File: src/rtl/ram_fifo_if.sv
// ram_fifo_if: handshake and status bundle for ram_fifo.
//   Write side : wr_valid, wr_ready, wr_data
//   Read side  : rd_valid, rd_ready, rd_data (show-ahead)
//   Status     : count, full, empty, almost_full, almost_empty, max_count
// modport master is the producer/consumer side; modport slave is the FIFO.
interface ram_fifo_if #(
   parameter int unsigned NBits = 8,
   parameter int unsigned NAddr = 3
);
   logic             wr_valid;
   logic             wr_ready;
   logic [NBits-1:0] wr_data;
   logic             rd_valid;
   logic             rd_ready;
   logic [NBits-1:0] rd_data;
   logic [NAddr:0]   count;
   logic             full;
   logic             empty;
   logic             almost_full;
   logic             almost_empty;
   logic [NAddr:0]   max_count;

   modport master (
      output wr_valid, wr_data, rd_ready,
      input  wr_ready, rd_valid, rd_data, count, full, empty,
             almost_full, almost_empty, max_count
   );

   modport slave (
      input  wr_valid, wr_data, rd_ready,
      output wr_ready, rd_valid, rd_data, count, full, empty,
             almost_full, almost_empty, max_count
   );
endinterface

File: src/rtl/ram_fifo.sv
// ram_fifo: synchronous FIFO on a 2**NAddr x NBits RAM array with valid/ready
// handshakes and registered show-ahead read data.
// Ports:
//   MAX10_CLK1_50 : clock, all state on rising edge
//   rst           : asynchronous reset, active-low
//   bus           : ram_fifo_if.slave (write/read handshakes and status)
// Optional feature: define RAM_FIFO_WATERMARK_EN to build the max_count
// high-water-mark register; otherwise max_count is tied to zero.
module ram_fifo #(
   parameter int unsigned NBits     = 8,
   parameter int unsigned NAddr     = 3,
   parameter int unsigned AFULL_TH  = 6,
   parameter int unsigned AEMPTY_TH = 1
) (
   input  logic       MAX10_CLK1_50,
   input  logic       rst,
   ram_fifo_if.slave  bus
);
   localparam int unsigned Depth = 2 ** NAddr;
   localparam int unsigned CntW  = NAddr + 1;

   logic [NBits-1:0] mem [Depth];

   logic [NAddr-1:0] wr_ptr_q, wr_ptr_d;
   logic [NAddr-1:0] rd_ptr_q, rd_ptr_d;
   logic [CntW-1:0]  count_q, count_d;
   logic [CntW-1:0]  held_after_pop;
   logic             rd_valid_q, rd_valid_d;
   logic [NBits-1:0] rd_data_q, rd_data_d;
   logic             wr_ready_q, wr_ready_d;
   logic             full_q, full_d;
   logic             empty_q, empty_d;
   logic             afull_q, afull_d;
   logic             aempty_q, aempty_d;
   logic             push, pop;

   assign push = bus.wr_valid & wr_ready_q;
   assign pop  = bus.rd_ready & rd_valid_q;

   // Next-state: pointers, occupancy, head register and registered flags.
   always_comb begin
      wr_ptr_d   = wr_ptr_q;
      rd_ptr_d   = rd_ptr_q;
      count_d    = count_q;
      rd_data_d  = rd_data_q;
      rd_valid_d = 1'b0;

      if (push) wr_ptr_d = wr_ptr_q + NAddr'(1);
      if (pop)  rd_ptr_d = rd_ptr_q + NAddr'(1);

      unique case ({push, pop})
         2'b10:   count_d = count_q + CntW'(1);
         2'b01:   count_d = count_q - CntW'(1);
         default: count_d = count_q;
      endcase

      // Only words already in the array may be presented; a word pushed on
      // this edge shows up one edge later. The array is read asynchronously,
      // so the word written on the previous edge is already visible here and
      // serves as the bypass for back-to-back pops.
      held_after_pop = count_q - CntW'(pop);
      rd_valid_d     = (held_after_pop != '0);
      if (rd_valid_d && (!rd_valid_q || pop))
         rd_data_d = mem[rd_ptr_d];

      full_d     = (count_d == CntW'(Depth));
      wr_ready_d = ~full_d;
      empty_d    = (count_d == '0);
      afull_d    = (count_d >= CntW'(AFULL_TH));
      aempty_d   = (count_d <= CntW'(AEMPTY_TH));
   end

   // State registers.
   always_ff @(posedge MAX10_CLK1_50 or negedge rst) begin
      if (!rst) begin
         wr_ptr_q   <= '0;
         rd_ptr_q   <= '0;
         count_q    <= '0;
         rd_valid_q <= 1'b0;
         rd_data_q  <= '0;
         wr_ready_q <= 1'b1;
         full_q     <= 1'b0;
         empty_q    <= 1'b1;
         afull_q    <= (AFULL_TH == 0);
         aempty_q   <= 1'b1;
      end else begin
         wr_ptr_q   <= wr_ptr_d;
         rd_ptr_q   <= rd_ptr_d;
         count_q    <= count_d;
         rd_valid_q <= rd_valid_d;
         rd_data_q  <= rd_data_d;
         wr_ready_q <= wr_ready_d;
         full_q     <= full_d;
         empty_q    <= empty_d;
         afull_q    <= afull_d;
         aempty_q   <= aempty_d;
      end
   end

   // Storage array; contents survive reset.
   always_ff @(posedge MAX10_CLK1_50) begin
      if (push) mem[wr_ptr_q] <= bus.wr_data;
   end

`ifdef RAM_FIFO_WATERMARK_EN
   logic [CntW-1:0] max_count_q;

   // High-water mark of occupancy, cleared only by reset.
   always_ff @(posedge MAX10_CLK1_50 or negedge rst) begin
      if (!rst)                      max_count_q <= '0;
      else if (count_d > max_count_q) max_count_q <= count_d;
   end

   assign bus.max_count = max_count_q;
`else
   assign bus.max_count = '0;
`endif

   assign bus.wr_ready     = wr_ready_q;
   assign bus.rd_valid     = rd_valid_q;
   assign bus.rd_data      = rd_data_q;
   assign bus.count        = count_q;
   assign bus.full         = full_q;
   assign bus.empty        = empty_q;
   assign bus.almost_full  = afull_q;
   assign bus.almost_empty = aempty_q;
endmodule

File: src/flat_wrapper.sv
// flat-port wrapper written by rule: the top's interface ports become plain ports
module ram_fifo_flat 
#(
   parameter int unsigned NBits     = 8,
   parameter int unsigned NAddr     = 3,
   parameter int unsigned AFULL_TH  = 6,
   parameter int unsigned AEMPTY_TH = 1
)
  (MAX10_CLK1_50, rst, bus_wr_valid, bus_wr_data, bus_rd_ready, bus_wr_ready, bus_rd_valid, bus_rd_data, bus_count, bus_full, bus_empty, bus_almost_full, bus_almost_empty, bus_max_count);
  ram_fifo_if #(.NBits(NBits), .NAddr(NAddr)) bus_i ();
  input  logic MAX10_CLK1_50;
  input  logic rst;
  input wire logic [$bits(bus_i.wr_valid)-1:0] bus_wr_valid;
  input wire logic [$bits(bus_i.wr_data)-1:0] bus_wr_data;
  input wire logic [$bits(bus_i.rd_ready)-1:0] bus_rd_ready;
  output wire logic [$bits(bus_i.wr_ready)-1:0] bus_wr_ready;
  output wire logic [$bits(bus_i.rd_valid)-1:0] bus_rd_valid;
  output wire logic [$bits(bus_i.rd_data)-1:0] bus_rd_data;
  output wire logic [$bits(bus_i.count)-1:0] bus_count;
  output wire logic [$bits(bus_i.full)-1:0] bus_full;
  output wire logic [$bits(bus_i.empty)-1:0] bus_empty;
  output wire logic [$bits(bus_i.almost_full)-1:0] bus_almost_full;
  output wire logic [$bits(bus_i.almost_empty)-1:0] bus_almost_empty;
  output wire logic [$bits(bus_i.max_count)-1:0] bus_max_count;
  assign bus_i.wr_valid = bus_wr_valid;
  assign bus_i.wr_data = bus_wr_data;
  assign bus_i.rd_ready = bus_rd_ready;
  assign bus_wr_ready = bus_i.wr_ready;
  assign bus_rd_valid = bus_i.rd_valid;
  assign bus_rd_data = bus_i.rd_data;
  assign bus_count = bus_i.count;
  assign bus_full = bus_i.full;
  assign bus_empty = bus_i.empty;
  assign bus_almost_full = bus_i.almost_full;
  assign bus_almost_empty = bus_i.almost_empty;
  assign bus_max_count = bus_i.max_count;
  ram_fifo #(.NBits(NBits), .NAddr(NAddr), .AFULL_TH(AFULL_TH), .AEMPTY_TH(AEMPTY_TH)) u_core (.MAX10_CLK1_50(MAX10_CLK1_50), .rst(rst), .bus(bus_i));
endmodule
File: config.mk
export PLATFORM = sky130hd
export DESIGN_NAME = ram_fifo_flat
export DESIGN_NICKNAME = d
export VERILOG_FILES = /design/src/rtl/ram_fifo_if.sv /design/src/rtl/ram_fifo.sv /design/src/flat_wrapper.sv
export SDC_FILE = /design/constraint.sdc
export NUM_CORES = 1
export LEC_CHECK = 0
export ABC_CLOCK_PERIOD_IN_PS = 5900
export CAP_MARGIN = 20
export CORE_MARGIN = 3
export CORE_UTILIZATION = 50
export CTS_CLUSTER_DIAMETER = 120
export CTS_CLUSTER_SIZE = 28
export DETAILED_ROUTE_END_ITERATION = 6
export GPL_TIMING_DRIVEN = 0
export PLACE_DENSITY = 0.76
export SYNTH_ARGS = -nofsm -noshare
export SYNTH_HDL_FRONTEND = slang
export SYNTH_SLANG_ARGS = --single-unit
File: constraint.sdc
create_clock -name MAX10_CLK1_50 -period 5.9 [get_ports MAX10_CLK1_50]
set_input_delay 1.18 -clock MAX10_CLK1_50 [delete_from_list [all_inputs] [get_ports MAX10_CLK1_50]]
set_output_delay 1.18 -clock MAX10_CLK1_50 [all_outputs]
set_load 0.03 [all_outputs]
# [Word-level counts from Yosys, hierarchy flattened]
# Memory sizes are Yosys's and may differ from the RTL's. A register that Yosys moved wholly into a read port is not among the register bits.
# Index checks and enable logic that the tools add are counted.
[totals] register_bits=16 latchBits=0 ramBits=64 rom_bits=0 input_bits=12 out_inout_bits=22 word_cells=33 memories=1
[op_classes] n_addsub=5 multipliers=0 n_div=0 order_cmp=2 eq_ne=3 shift=0 n_mux=4 n_bitwise=3 n_reduce_logical=6
[mem_list] memory="u_core.mem" depth=8 word_bits=8 rd=1 rd_clocked_by_memory_dff=1 write_ports=1 line="ram_fifo.sv:22" rtl="logic [NBits-1:0] mem [Depth];"
[op_table] operator="case mux 4 bit (2 select lines)" n=1
[op_table] operator="adder 3 x 1 -> 3 bit (second input constant)" n=2
[op_table] operator="adder 4 x 1 -> 4 bit (second input constant)" n=1
[op_table] operator="equality test 4 bit (second input constant)" n=1
[op_table] operator="greater-or-equal comparator 4 x 3 -> 1 bit (second input constant)" n=1
[op_table] operator="<= comparator 4 x 1 -> 1 bit (second input constant)" n=1
[op_table] operator="zero test 4 bit" n=1
[op_table] operator="nonzero test 4 bit" n=1
[op_table] operator="subtractor 4 x 1 -> 4 bit" n=1
[op_table] operator="subtractor 4 x 1 -> 4 bit (second input constant)" n=1
[op_table] operator="2-to-1 mux 3 bit" n=1
[op_table] operator="AND 1 bit" n=2
[op_table] operator="equality test 2 x 1 -> 1 bit (second input constant)" n=1
[op_table] operator="equality test 2 bit (second input constant)" n=1
[op_table] operator="zero test 1 bit" n=2
[op_table] operator="2-to-1 mux 1 bit" n=2
[op_table] operator="logical AND 1 bit" n=1
[op_table] operator="logical OR 1 bit" n=1
[op_table] operator="NOT 1 bit" n=1

# [Logic depth before layout (Yosys ltp)]
# Gate-level depths: netlist (run 1).
[depth] depth_word=5 mapped_depth=11 ltp_nobuf=10

# [Worst setup path before layout (run 1)]
# Ideal clock, no wire load.
[synth_timing] path_kind="input to register" start="input port bus_rd_ready" end="register u_core.wr_ready_q (netlist: u_core.bus.wr_ready)" setup_time_ns=0.088 t_arrival_ns=2.992 required_time_ns=5.812 setup_slack_ns=2.821 cell_stages=11 n_path_buf=1 cell_sequence="nand2_4 -> clkinv_4 -> clkbuf_1 -> nand2_1 -> xnor2_1 -> ha_1 -> a21oi_1 -> a21boi_1 -> nor3_1 -> xor2_1 -> or3_1"
[synth_via] elab_chain_cells=5 word_cells_on_any_way=6 cone_classes="3 x eq/ne; 1 x mux; 2 x bitwise"
[synth_rtl] element="start: declaration" line="flat_wrapper.sv:15" rtl="input wire logic [$bits(bus_i.rd_ready)-1:0] bus_rd_ready;"
[synth_rtl] element="AND 1 bit (*)" line="ram_fifo.sv:38" rtl="assign pop = bus.rd_ready & rd_valid_q;"
[synth_rtl] element="equality test 2 x 1 -> 1 bit or equality test 2 bit (tied branches)" line="ram_fifo.sv:51" rtl="unique case ({push, pop})"
[synth_rtl] element="case mux 4 bit (2 select lines) (*)" line="ram_fifo.sv:51"
[synth_rtl] element="net u_core.count_d[2]" line="ram_fifo.sv:26" rtl="logic [CntW-1:0] count_q, count_d;"
[synth_rtl] element="equality test 4 bit (*)" line="ram_fifo.sv:66" rtl="full_d = (count_d == CntW'(Depth));"
[synth_rtl] element="NOT 1 bit (*)" line="ram_fifo.sv:67" rtl="wr_ready_d = ~full_d;"
[synth_rtl] element="net u_core.wr_ready_d" line="ram_fifo.sv:30" rtl="logic wr_ready_q, wr_ready_d;"
[synth_rtl] element="end signal: assignment" line="ram_fifo.sv:92" rtl="wr_ready_q <= wr_ready_d;"
[synth_rtl] element="end: declaration" line="ram_fifo.sv:30"
# The timed path passes the listed nets; every way through them passes the cells marked *.
# A chain may end at the register's enable or synchronous reset.

# [Worst setup path in the final report (run 1)]
# Ends and elaborated chain as after synthesis.

==> flow_summary.ini, run 1 <==
[layout]
multi_input_area_um2 = 1501
drive_above_1_share_pct = 12.93
final_nets = 390
layout_commonest_cell = edfxtp_1
fillers = 611
layout_common_cells = 64 x edfxtp_1, 29 x mux2i_1, 29 x clkdlybuf4s50_1
antennaDiodeCount = 0
syn_to_final_growth_pct = 15.34
final-seq-area_um2 = 2526

[place]
routabilityCongestion = 0.8060
dp_hpwl_um = 6548
io_buffers = 29

[pwr]
leakage_nw = 1.779
vdd_drop_max_v = 0.0002114
p_per_area_nw_per_um2 = 543.5

[global_routing]
antenna_found_initial = 0
grt_use_met2_pct = 32.42
grt_pass1_wl_um = 15150
use_met1_pct = 26.41
grt_pass1_vias = 3007
grt_usage_pct = 20.58
busiest_layer = met2
grt_start_max_net_pins = 16
global_route.overflow_total = 0
use_met3_pct = 4.307

[routing]
finalWirelength_um = 9675
drt-pass1-iter-count = 5
final_antenna_net_count = 0
drt_iter0_drc = 260
vias_per_cell = 6.212
drc = 0
dr_total_vias = 2988
wire_per_inst_um = 20.11

[critical_path]
path_cells = clkdlybuf4s50_1, nand2_4, clkinv_4, clkbuf_1, nand2_1, xnor2_1, ha_1, a21oi_1, a21boi_1, nor3_1, xor2_1, or3_1
arrival_ps = 3990
critPathCaptureType = flip-flop
crit_path_top_delay_cell = clkdlybuf4s50_1
worstPathRequired_ps = 6180
start_kind = input port
cp_max_fo = 10
critPathMaxStageDelay_ps = 540
criticalPathCategory = input port to flip-flop

[clocking]
cts_buffer_depth = 2
cts_hold_buf = 0
cts_buffers = 9
clk_pin_slew_worst_paths_ps = 90
cts_root_buffer = clkbuf_8
htree_num_levels = 3
clock_latency_ps = 350
cts_setup_buffers = 0
ctsResizeCount = 0
clock-sinks = 88
cts_tree = done

[synthesis]
synth-adder-area-share_pct = 1.196
ys_seq_elements = 88
synth_mux_area_share_pct = 9.091
synth_cell_types = 43
synth_top_family_by_area = simple AND/OR/NAND/NOR gates
synth-simple-area-share_pct = 13.01
syn_inst = 329
synth-compound-area-share_pct = 9.779
yosys-top-cells-area = edfxtp_1 46%, dfrtp_1 13%, mux2i_1 6.9%
avgSynthCellArea_um2 = 12.72
yosys.area_share.xor_xnor_pct = 2.333
synth_top_area_cell = edfxtp_1
synth_top_area_share_pct = 45.93
ys_seq_area_share_pct = 60.38
netlist_area_um2 = 4184
yosys_warnings = 0

[timing]
tightest_slew_ps = 1020
holdWs_ps = 499.6
slew-limit-headroom_pct = 31.77
setup_viol = 0
min_period_ps = 3708
fmax_mhz = 269.7
rsz0062_at_grt = false
hold_viol = 0
finalCritPeriodShare_pct = 62.85
fin_setup_tns_ps = 0
slew_violations = 0
fin_skew_ps = 12.62

[run]
max_cap_violations = 0

[die]
start_util_pct = 52.78
die-height_um = 97.48
core_area_um2 = 7928
std_cell_rows = 32
io_pins = 34
die_area_um2 = 9501
die_width_um = 97.48

[status]
status = finished, final reports clean

[hold_path]
hp-class = flip-flop to flip-flop
[critical path, delay by kind of cell]
| kind | cells | cell delay [ps] |
|---|---|---|
| compound gates | 2 | 390 |
| xor+xnor | 2 | 370 |
| fa+ha+maj | 1 | 190 |
| buf+inv | 3 | 1110 |
| simple gates | 4 | 740 |
[per-layer routing]
layer	wire [um]	up-vias
li1	-	1327
met1	3802	1426
met2	4573	193
met5	0	-
met4	368	0
met3	931	42
[cells in the mapped netlist]
master,number
edfxtp_1,64
mux2i_1,29
nand2_1,22
nor3_1,22
dfrtp_1,21
nor2_1,19
o22ai_1,16
nand2b_1,12
a31oi_1,8
buf_2,8
nand3_1,8
o21ai_0,8
buf_4,7
nor2b_1,7
nor4_1,7
xnor2_1,7
o22a_1,6
a21oi_1,5
clkbuf_1,5
a211o_1,4
a221o_1,4
ha_1,4
mux4_2,4
nor3b_1,4
buf_6,3
dfstp_2,3
inv_1,3
o211ai_1,3
inv_2,2
a21boi_1,1
a21o_1,1
a221oi_2,1
a22o_1,1
and2_1,1
and4b_1,1
clkinv_4,1
conb_1,1
nand2_4,1
nand2b_4,1
o21ai_1,1
or3_1,1
xnor2_4,1
xor2_1,1
[final cells by class]
cell class / count / share of cell area (%)
well taps: 102 / 2.645
flip-flops and latches: 88 / 52.35
multi-input cells: 215 / 31.11
clock buffers: 13 / 3.526
clock inverters: 3 / 0.3111
plain buffers: 23 / 3.008
inverters: 6 / 0.5704
repair buffers: 31 / 6.482
[worst paths after layout]
check / startpoint / to / slack [ps] / depth (start not counted)
setup / recovery: bus_rd_ready / u_core.bus.wr_ready / 2190 / 12
min in group asynchronous: rst / u_core.wr_ptr_q[1] / 1190 / 1
max in group asynchronous: rst / u_core.bus.wr_ready / 4130 / 2
hold reg to reg: u_core.bus.rd_data[1] / u_core.bus.rd_data[1] / 500 / 2
hold / removal: u_core.bus.rd_data[1] / u_core.bus.rd_data[1] / 500 / 2
setup reg to reg: u_core.bus.rd_valid / u_core.bus.wr_ready / 3100 / 11
[sequential cells by signal, summed over array words and instances, names as in the netlist]
signal,count
u_core.bus.almost_empty,1
u_core.bus.almost_full,1
u_core.bus.count,4
u_core.bus.empty,1
u_core.bus.full,1
u_core.bus.rd_data,8
u_core.bus.rd_valid,1
u_core.bus.wr_ready,1
u_core.mem,64
u_core.rd_ptr_q,3
u_core.wr_ptr_q,3
[logic make-up (layout without fill, tap and decap cells)]
kind of cell,after synthesis,in the layout
other,1,4
xor gates and xnor gates,9,9
and+or+nand+nor,106,106
DFF,88,88
AOI/OAI and AO/OA,59,59
adders and majority gates,4,4
buffers and inverters,29,76
muxes,33,33
[per-stage QoR]
step	power, mW	cells	worst slack (ps)	utilization [%]	area [um2]
CTS	2.610	481	2211	60.87	4826
floorplan	1.829	332	2821	-	4195
global route	2.765	481	2016	60.87	4826
finish	2.623	481	2192	60.87	4826
detailed placement	2.225	465	1854	58.54	4641
global placement	2.170	463	1902	58.19	4613
[where the power goes]
group          leakage [nW]  internal (mW)  switching [mW]
Combinational         0.816          0.525           0.800
Sequential            0.865          0.826          0.0839
Clock                0.0983          0.189           0.199
(Power assumes the default switching activity.)
==> inputs of run 2 (changes only) <==
--- a/config.mk
+++ b/config.mk
@@ -5,7 +5,7 @@
 export SDC_FILE = /design/constraint.sdc
 export NUM_CORES = 1
 export LEC_CHECK = 0
-export ABC_CLOCK_PERIOD_IN_PS = 5900
+export ABC_CLOCK_PERIOD_IN_PS = 3100
 export CAP_MARGIN = 20
 export CORE_MARGIN = 3
 export CORE_UTILIZATION = 50
@@ -13,7 +13,7 @@
 export CTS_CLUSTER_SIZE = 28
 export DETAILED_ROUTE_END_ITERATION = 6
 export GPL_TIMING_DRIVEN = 0
-export PLACE_DENSITY = 0.76
+export PLACE_DENSITY = 0.79
 export SYNTH_ARGS = -nofsm -noshare
 export SYNTH_HDL_FRONTEND = slang
 export SYNTH_SLANG_ARGS = --single-unit
==> constraint.sdc (replaced) <==
create_clock -name MAX10_CLK1_50 -period 3.1 [get_ports MAX10_CLK1_50]
set_input_delay 0.62 -clock MAX10_CLK1_50 [delete_from_list [all_inputs] [get_ports MAX10_CLK1_50]]
set_output_delay 0.62 -clock MAX10_CLK1_50 [all_outputs]
set_load 0.03 [all_outputs]
==> flow_summary.ini, run 2 (synthesized netlist as in run 1, its figures left out) <==
[status]
status = finished, final reports clean

[pwr]
p_int_mw = 3.015
p_per_area_nw_per_um2 = 1036
vdd_drop_max_v = 0.0003986
leakage_nw = 1.802
sequentialPowerShare_pct = 34.3
comb_power_share_pct = 49.6
p_clk_share_pct = 16.1
swShare_pct = 40.16
power_switching_mw = 2.024

[place]
dp_hpwl_um = 6347
placedInstanceArea_um2 = 4628
io_buffers = 29
routabilityCongestion = 0.8056
post-place-ws_ps = -421.2

[layout]
final_nets = 391
largest_register_ffs = 64
antennaDiodeCount = 0
layout_common_cells = 64 x edfxtp_1, 29 x mux2i_1, 29 x clkdlybuf4s50_1
final_cell_area_um2 = 4862
syn_to_final_growth_pct = 16.21
largest_register = u_core.mem
layout_commonest_cell = edfxtp_1
drive_above_1_share_pct = 13.42

[global_routing]
global_route.overflow_total = 0
grt_pass1_vias = 2903
grt_start_max_net_pins = 25
antenna_found_initial = 0
grt_pass1_wl_um = 14600
grt_usage_pct = 20.09

[critical_path]
worstPathRequired_ps = 3370
start_kind = input port
critPathMaxStageDelay_ps = 560
path_cells = clkdlybuf4s50_1, nand2_4, clkinv_4, clkbuf_2, nand2_1, xnor2_1, ha_1, a21oi_1, a21boi_1, nor3_1, xor2_1, or3_1
cp_max_fo = 10
arrival_ps = 3220
criticalPathCategory = input port to flip-flop
crit_path_top_delay_cell = clkdlybuf4s50_1
critPathCaptureType = flip-flop

[timing]
hold_viol = 0
min_period_ps = 2956
setup_viol = 0
slew_violations = 0
fin_skew_ps = 8.351
tightest_slew_ps = 988.5
finalCritPeriodShare_pct = 95.35
fmax_mhz = 338.3
layout_setup_ws_ps = 144.3
slew-limit-headroom_pct = 33.85
rsz0062_at_grt = false

[clocking]
cts_tree = done
cts_setup_buffers = 0
cts_buffers = 9
clock-sinks = 88
htree_num_levels = 3
ctsResizeCount = 1
clk_pin_slew_worst_paths_ps = 80
cts_root_buffer = clkbuf_8
clock_latency_ps = 350
cts_hold_buf = 0
cts_buffer_depth = 2

[die]
die-height_um = 97.48
die_width_um = 97.48
die_area_um2 = 9501
io_pins = 34
start_util_pct = 52.78
core_area_um2 = 7928
std_cell_rows = 32

[routing]
wire_per_inst_um = 19.11
final_antenna_net_count = 0
dr_total_vias = 2891
drc = 0
finalWirelength_um = 9213
drt-pass1-iter-count = 5
vias_per_cell = 5.998
drt_iter0_drc = 286

[run]
max_cap_violations = 0

[hold_path]
hp-class = flip-flop to flip-flop
## run 2: per-stage QoR
step           utilization [%]  total power, mW  cells  setup TNS (ps)  hold slack, ps
3_3_place_gp             58.19            4.109    463           -1555           489.1
6_report                 61.33            5.039    482               0           507.7
5_1_grt                  61.33            5.335    482               0           539.3
3_5_place_dp             58.38            4.208    465           -1989           498.7
4_1_cts                  61.14            5.016    481               0           515.6
2_1_floorplan                -            3.481    332               0           324.4
## run 2: cell type report
cell class | instances | area (um2)
repair buffers | 32 | 320.3
clock buffers | 15 | 212.7
multi-input cells | 215 | 1496
clock inverters | 1 | 5.005
plain buffers | 23 | 146.4
fillers | 624 | 3065
well taps | 102 | 127.6
inverters | 6 | 27.53
flip-flops and latches | 88 | 2526
## run 2: power groups by stage
stage	Clock, mW	Sequential, mW	Combinational (mW)
6_report	0.811	1.73	2.50
5_1_grt	0.882	1.76	2.69
4_1_cts	0.823	1.73	2.46
3_5_place_dp	0	1.75	2.46
3_3_place_gp	0	1.74	2.37
2_1_floorplan	0	1.93	1.55
## run 2: worst max-delay path: cells and delay by family
kind	cells	cell delay [ps]
adders and majority gates	1	190
AOI/OAI and AO/OA	2	370
buffers and inverters	3	980
and+or+nand+nor	4	720
xor gates and xnor gates	2	340
## run 2: metal layers
| metal | up-vias | track usage [%] | wire (um) |
|---|---|---|---|
| li1 | 1330 | - | - |
| met4 | 0 | 10.12 | 332 |
| met1 | 1369 | 25.01 | 3613 |
| met5 | - | 0 | 0 |
| met2 | 153 | 32.31 | 4336 |
| met3 | 39 | 5.384 | 930 |
## run 2: worst paths after layout
check | slack [ps] | start | cells after the start | to
hold / removal | 510 | u_core.bus.rd_data[0] | 2 | u_core.bus.rd_data[0]
setup reg to reg | 500 | u_core.bus.rd_valid | 11 | u_core.bus.wr_ready
min in group asynchronous | 630 | rst | 1 | u_core.wr_ptr_q[2]
setup / recovery | 140 | bus_rd_ready | 12 | u_core.bus.wr_ready
hold reg to reg | 510 | u_core.bus.rd_data[0] | 2 | u_core.bus.rd_data[0]
max in group asynchronous | 1900 | rst | 2 | u_core.bus.almost_empty
==> inputs of run 3 (changes only) <==
--- a/config.mk
+++ b/config.mk
@@ -10,7 +10,6 @@
 export CORE_MARGIN = 3
 export CORE_UTILIZATION = 50
 export CTS_CLUSTER_DIAMETER = 120
-export CTS_CLUSTER_SIZE = 28
 export DETAILED_ROUTE_END_ITERATION = 6
 export GPL_TIMING_DRIVEN = 0
 export PLACE_DENSITY = 0.79
==> results of run 3 <==
No change in the layout: final DEF, timing and power equal those of run 2.
